===== config.mk =====
export PLATFORM = sky130hd
export DESIGN_NAME = store_buffer
export DESIGN_NICKNAME = d
export VERILOG_FILES = /design/src/rtl/mem_pkg.sv /design/src/rtl/sb_fifo.sv /design/src/rtl/store_buffer.sv
export SDC_FILE = /design/constraint.sdc
export NUM_CORES = 1
export LEC_CHECK = 0
export BUFFER_PORTS_ARGS = -buffer_cell sky130_fd_sc_hd__buf_2
export CAP_MARGIN = 0
export CELL_PAD_IN_SITES_DETAIL_PLACEMENT = 1
export CELL_PAD_IN_SITES_GLOBAL_PLACEMENT = 1
export CORE_MARGIN = 2
export CORE_UTILIZATION = 53
export DETAILED_ROUTE_END_ITERATION = 6
export GPL_TIMING_DRIVEN = 0
export PLACE_DENSITY = 0.86
export SKIP_CTS_REPAIR_TIMING = 1
export SLEW_MARGIN = 20
export SYNTH_ARGS = -nofsm -noshare
export SYNTH_HDL_FRONTEND = slang
export SYNTH_SLANG_ARGS = --single-unit

===== constraint.sdc =====
create_clock -name clk -period 9.15 [get_ports clk]
set_clock_uncertainty 0.2 [all_clocks]
set_input_delay 0.915 -clock clk [delete_from_list [all_inputs] [get_ports clk]]
set_output_delay 0.915 -clock clk [all_outputs]
set_load 0.02 [all_outputs]

===== src/rtl/mem_pkg.sv =====
// rtl/mem_pkg.sv - DM size encodings, store-buffer entry type and the store alignment check
package mem_pkg;

    localparam logic [1:0] MEMDST_BYTE = 2'd0;
    localparam logic [1:0] MEMDST_HALF = 2'd1;
    localparam logic [1:0] MEMDST_WORD = 2'd3;

    localparam int DM_ADDR_W = 14;

    typedef struct packed {
        logic [DM_ADDR_W-1:0] addr;
        logic [1:0]           size;
        logic [31:0]          data;
        logic [31:0]          pc;
    } sb_entry_t;

    // Size 2 has no DM meaning, so it is reported as an error alongside misalignment.
    function automatic logic misaligned(input logic [1:0] size, input logic [1:0] addr_lo);
        case (size)
            MEMDST_BYTE: return 1'b0;
            MEMDST_HALF: return addr_lo[0];
            MEMDST_WORD: return addr_lo != 2'b00;
            default:     return 1'b1;
        endcase
    endfunction

endpackage


===== src/rtl/sb_fifo.sv =====
// rtl/sb_fifo.sv - circular entry storage with push/pop, wrapping pointers and an occupancy count
module sb_fifo #(
    parameter int  DEPTH   = 4,
    parameter type entry_t = logic [31:0]
) (
    input  logic                       clk,
    input  logic                       reset,
    input  logic                       push,
    input  entry_t                     push_data,
    input  logic                       pop,
    output entry_t                     entries [DEPTH],
    output logic [$clog2(DEPTH)-1:0]   head,
    output logic [$clog2(DEPTH):0]     count
);

    localparam int PTR_W = $clog2(DEPTH);
    localparam int CNT_W = PTR_W + 1;

    logic [PTR_W-1:0] tail;

    // Callers only push when not full and only pop when not empty.
    always_ff @(posedge clk or negedge reset) begin
        if (!reset) begin
            head  <= '0;
            tail  <= '0;
            count <= '0;
        end else begin
            if (push) tail <= tail + 1'b1;
            if (pop)  head <= head + 1'b1;
            count <= count + CNT_W'(push) - CNT_W'(pop);
        end
    end

    always_ff @(posedge clk) begin
        if (push) entries[tail] <= push_data;
    end

endmodule


===== src/rtl/store_buffer.sv =====
// rtl/store_buffer.sv - store buffer between MEM stage and DM; STORE_BUFFER_FWD_EN adds word forwarding
module store_buffer
    import mem_pkg::*;
#(
    parameter int DEPTH  = 4,
    parameter int ADDR_W = DM_ADDR_W
) (
    input  logic              clk,
    input  logic              reset,
    input  logic              st_valid,
    input  logic [ADDR_W-1:0] st_addr,
    input  logic [1:0]        st_size,
    input  logic [31:0]       st_data,
    input  logic [31:0]       st_pc,
    output logic              st_ready,
    output logic              st_err,
    input  logic              ld_valid,
    input  logic [ADDR_W-1:0] ld_addr,
    input  logic [1:0]        ld_size,
    output logic              ld_stall,
    output logic              dm_we,
    output logic [ADDR_W-1:0] dm_addr,
    output logic [1:0]        dm_memdst,
    output logic [31:0]       dm_wdata,
    output logic [31:0]       dm_iaddr,
`ifdef STORE_BUFFER_FWD_EN
    output logic              ld_fwd,
    output logic [31:0]       ld_fwd_data,
`endif
    output logic              sb_empty
);

    localparam int PTR_W = $clog2(DEPTH);
    localparam int CNT_W = PTR_W + 1;

    sb_entry_t        entries [DEPTH];
    sb_entry_t        head_entry;
    sb_entry_t        push_entry;
    logic [PTR_W-1:0] head;
    logic [CNT_W-1:0] count;
    logic             push, pop, hit, full_drain, load_own, fwd_ok;
`ifdef STORE_BUFFER_FWD_EN
    sb_entry_t        youngest;
`endif

    assign st_err     = st_valid && misaligned(st_size, st_addr[1:0]);
    assign st_ready   = (count < CNT_W'(DEPTH)) && !st_err;
    assign push       = st_valid && st_ready;
    assign push_entry = '{addr: st_addr, size: st_size, data: st_data, pc: st_pc};
    assign head_entry = entries[head];
    assign sb_empty   = (count == '0);
    assign full_drain = (count == CNT_W'(DEPTH));

    // Walk oldest to youngest so the last match is the youngest pending store.
    always_comb begin
        hit = 1'b0;
`ifdef STORE_BUFFER_FWD_EN
        youngest = '0;
`endif
        for (int i = 0; i < DEPTH; i++) begin
            logic [PTR_W-1:0] idx;
            idx = head + PTR_W'(i);
            if (CNT_W'(i) < count && entries[idx].addr[ADDR_W-1:2] == ld_addr[ADDR_W-1:2]) begin
                hit = 1'b1;
`ifdef STORE_BUFFER_FWD_EN
                youngest = entries[idx];
`endif
            end
        end
    end

`ifdef STORE_BUFFER_FWD_EN
    assign fwd_ok      = ld_valid && hit && youngest.size == MEMDST_WORD && ld_size == MEMDST_WORD;
    assign ld_fwd      = fwd_ok;
    assign ld_fwd_data = fwd_ok ? youngest.data : 32'd0;
`else
    assign fwd_ok      = 1'b0;
`endif

    // A forwarded load needs no DM access, so the port is free to drain.
    assign ld_stall = ld_valid && !fwd_ok && (hit || full_drain);
    assign load_own = ld_valid && !ld_stall && !fwd_ok;
    assign pop      = !load_own && !sb_empty;

    always_comb begin
        dm_we     = pop;
        dm_addr   = ld_addr;
        dm_memdst = ld_size;
        dm_wdata  = 32'd0;
        dm_iaddr  = 32'd0;
        if (pop) begin
            dm_addr   = head_entry.addr;
            dm_memdst = head_entry.size;
            dm_wdata  = head_entry.data;
            dm_iaddr  = head_entry.pc;
        end
    end

    sb_fifo #(
        .DEPTH   (DEPTH),
        .entry_t (sb_entry_t)
    ) u_fifo (
        .clk       (clk),
        .reset     (reset),
        .push      (push),
        .push_data (push_entry),
        .pop       (pop),
        .entries   (entries),
        .head      (head),
        .count     (count)
    );

endmodule


==> flow_summary.ini <==
[floorplan]
rows = 61
die_area_sq_um = 29800
coreArea_sq_um = 27900
die_h_microns = 173
io_pins = 185
start_util = 0.540
die_x_microns = 173

[grt]
top_usage_layer = met2
gr-usage-met2 = 0.455
grt_pass1_vias = 10300
grt-ovfl-total = 0
grt_util_met3 = 0.0598
grt_start_max_net_pins = 48
grt_first_pass_wirelength_microns = 61800
met1_usage = 0.363
grt_usage = 0.274
antenna_found_initial = 9

[worst_setup_path]
required_ns = 8.04
regToRegEndpoint = u_fifo.count[1]
path_cells = buf_6 -> clkinv_1 -> clkbuf_1 -> clkbuf_1 -> nand4_1 -> a2111oi_4 -> nor3_2 -> o311ai_0 -> buf_2
crit_type = register to output pin
crit_buf_inv = 5
cpPeakStageDelay_ns = 0.84
cp.arrival_ns = 4.56
critical_path.top_delay_family = buffers and inverters
slowest_stage = a2111oi_4
rrSetupSlack_ns = 4.65
crit_path_start_kind = register
reg2reg_from = u_fifo.count[2]
endpoint_kind = output pin
cp_max_fo = 10
r2r_cells = 12
crit_top_cell = clkbuf_1

[final_layout]
layout_commonest_cell = edfxtp_1
final_cell_mix = edfxtp_1, buf_2, nand2_1
post-route-util = 0.633
fillers = 2626
drive_above_1_share = 0.303
finalNetCount = 1271
synthToLayoutAreaGrowth_pct = 17.2

[sta]
setup_viol = 0
hold_violations = 0
fmax_mhz = 176
rsz0062_at_grt = no
final.setup.tns_ns = 0
fin_crit_sh = 0.620
drv_slew = 0
fin_crit_ns = 5.67
tightest_slew_ns = 0.932
relSlewSlack = 0.378

[worst_hold_path]
hp-class = primary input to asynchronous set/reset pin

[drt]
drt_iter0_drc = 889
route.vias.total = 9540
drt-wirelength-per-cell_microns = 25.9
route.detailed.drc = 0
drt_pass1_iterations = 5
vias_per_cell = 6.07
ant_nets = 0
wl_microns = 40800

[yosys]
synth_top_family_by_area = multiplexers
synthXorXnorAreaFrac = 0.0331
ys.flop_type = edfxtp_1
synth_mux_area_frac = 0.165
synth_fa_ha_area_frac = 0.00796
async_flop_share = 0.0214
synth_top_area_share = 0.637
synth_cell_types = 54
synth_nets = 1058
yosysWarnings = 0
synth_area_leaders = edfxtp_1, mux4_2, mux2i_1
synth-compound-area-share = 0.0345
syn_avg_cell_area_sq_um = 15.9
yosys.area_share.simple = 0.0817
synth_top_area_cell = edfxtp_1
synth_edf_count = 320
syn-cell-area_sq_um = 15100
yosysSeqAreaShare = 0.649
synth-seq-cells = 327
synth_cells = 949

[clock_tree]
clk_pin_slew_worst_paths_ns = 0.06
numCtsBuffers = 36
clkLatencyLatePin_ns = 0.51
cts.sinks = 327
cts_tree = built
cts-htree-levels = 2
cts-root-buf = clkbuf_16
ctsLongestPathBuffers = 3

[place]
routabilityCongestion = 0.899
dp.final_hpwl_microns = 27400
port_buffers = 171

[power_and_ir_drop]
peakVddDrop_v = 0.000210
leakagePower_nw = 6.44
cellPowerDensity_nw_per_um2 = 322

[run_status]
status = complete, no violations

[flow_run]
max-cap-violations = 0
## Yosys cell counts (2+ instances only)
master	instances
edfxtp_1	320
dfrtp_1	7
buf_1	7
buf_2	21
a21oi_1	11
o311ai_0	9
or4_1	18
xor2_1	26
clkbuf_1	36
nor4_4	2
ha_1	8
a311oi_1	6
nand3_1	31
mux4_2	82
buf_6	6
and2_1	2
nor2b_1	2
buf_4	3
a211oi_1	3
o311ai_2	3
mux2i_1	46
nor2_1	76
nand2_1	91
nand4_1	4
a21boi_0	2
o211ai_1	6
o21ai_0	17
inv_1	14
nor3_1	11
nor3_2	2
mux4_1	5
nand2b_1	6
and3_1	7
xnor2_1	31
and4_1	2
nor4_1	4
mux2_2	5
## per-layer routing
layer | vias up | share of wire | wire length [microns]
met3 | 85 | 0.079 | 3210
met2 | 419 | 0.49 | 19800
met4 | 6 | 0.029 | 1200
met1 | 4889 | 0.40 | 16500
li1 | 4141 | - | -
met5 | - | 0.0011 | 44
## power breakdown
group,switching [W],total [W],internal [W]
clock,0.000583,0.00138,0.000793
combinational,0.00150,0.00244,0.000938
sequential,0.0000574,0.00188,0.00183
## registers in the layout (all words and copies together), names as in the netlist
signal,count
u_fifo.count,3
u_fifo.head,2
u_fifo.entries,320
u_fifo.tail,2
## cell type report
| type | instances | area [sq um] | share of cell area |
|---|---|---|---|
| timing repair buffer | 175 | 966 | 0.0546 |
| inverter | 15 | 56.3 | 0.00318 |
| multi-input combinational | 533 | 4890 | 0.276 |
| sequential | 327 | 9780 | 0.553 |
| clock inverter | 20 | 188 | 0.0106 |
| antenna | 8 | 20.0 | 0.00113 |
| clock buffer | 42 | 933 | 0.0528 |
| buffer | 74 | 377 | 0.0213 |
| tap | 378 | 473 | 0.0267 |
## cells by family after synthesis
group / Yosys count
compound gates: 68
mux: 138
flops: 327
buf+inv: 89
xor+xnor: 57
simple gates: 261
fa+ha+maj: 9
## worst max path at each step
stage                   start                   to  slack (ns)  depth (start not counted)
2_1_floorplan      st_size[0]    u_fifo.entries[0]        4.70                          5
3_3_place_gp       st_size[0]  u_fifo.entries[201]        3.26                          6
3_5_place_dp       ld_addr[7]           dm_addr[5]        4.14                          8
4_1_cts        u_fifo.head[0]         dm_iaddr[22]        3.61                         13
5_1_grt        u_fifo.head[0]           dm_addr[5]        3.45                          9
6_report       u_fifo.head[0]           dm_addr[5]        3.48                          9
## stage by stage
step / setup slack, ns / total power [W] / area [sq um] / hold slack (ns) / cells
final: 3.48 / 0.00570 / 17700 / 0.0430 / 1572
after global routing: 3.45 / 0.00595 / 17700 / 0.0379 / 1566
after floorplan: 4.70 / 0.00358 / 15100 / 0.380 / 949
after CTS: 3.61 / 0.00572 / 17700 / 0.0265 / 1564
after detailed placement: 4.14 / 0.00433 / 16500 / 0.434 / 1502
after global placement: 3.26 / 0.00424 / 16400 / 0.415 / 1498
Note: power is estimated with default switching activity, not from simulation.
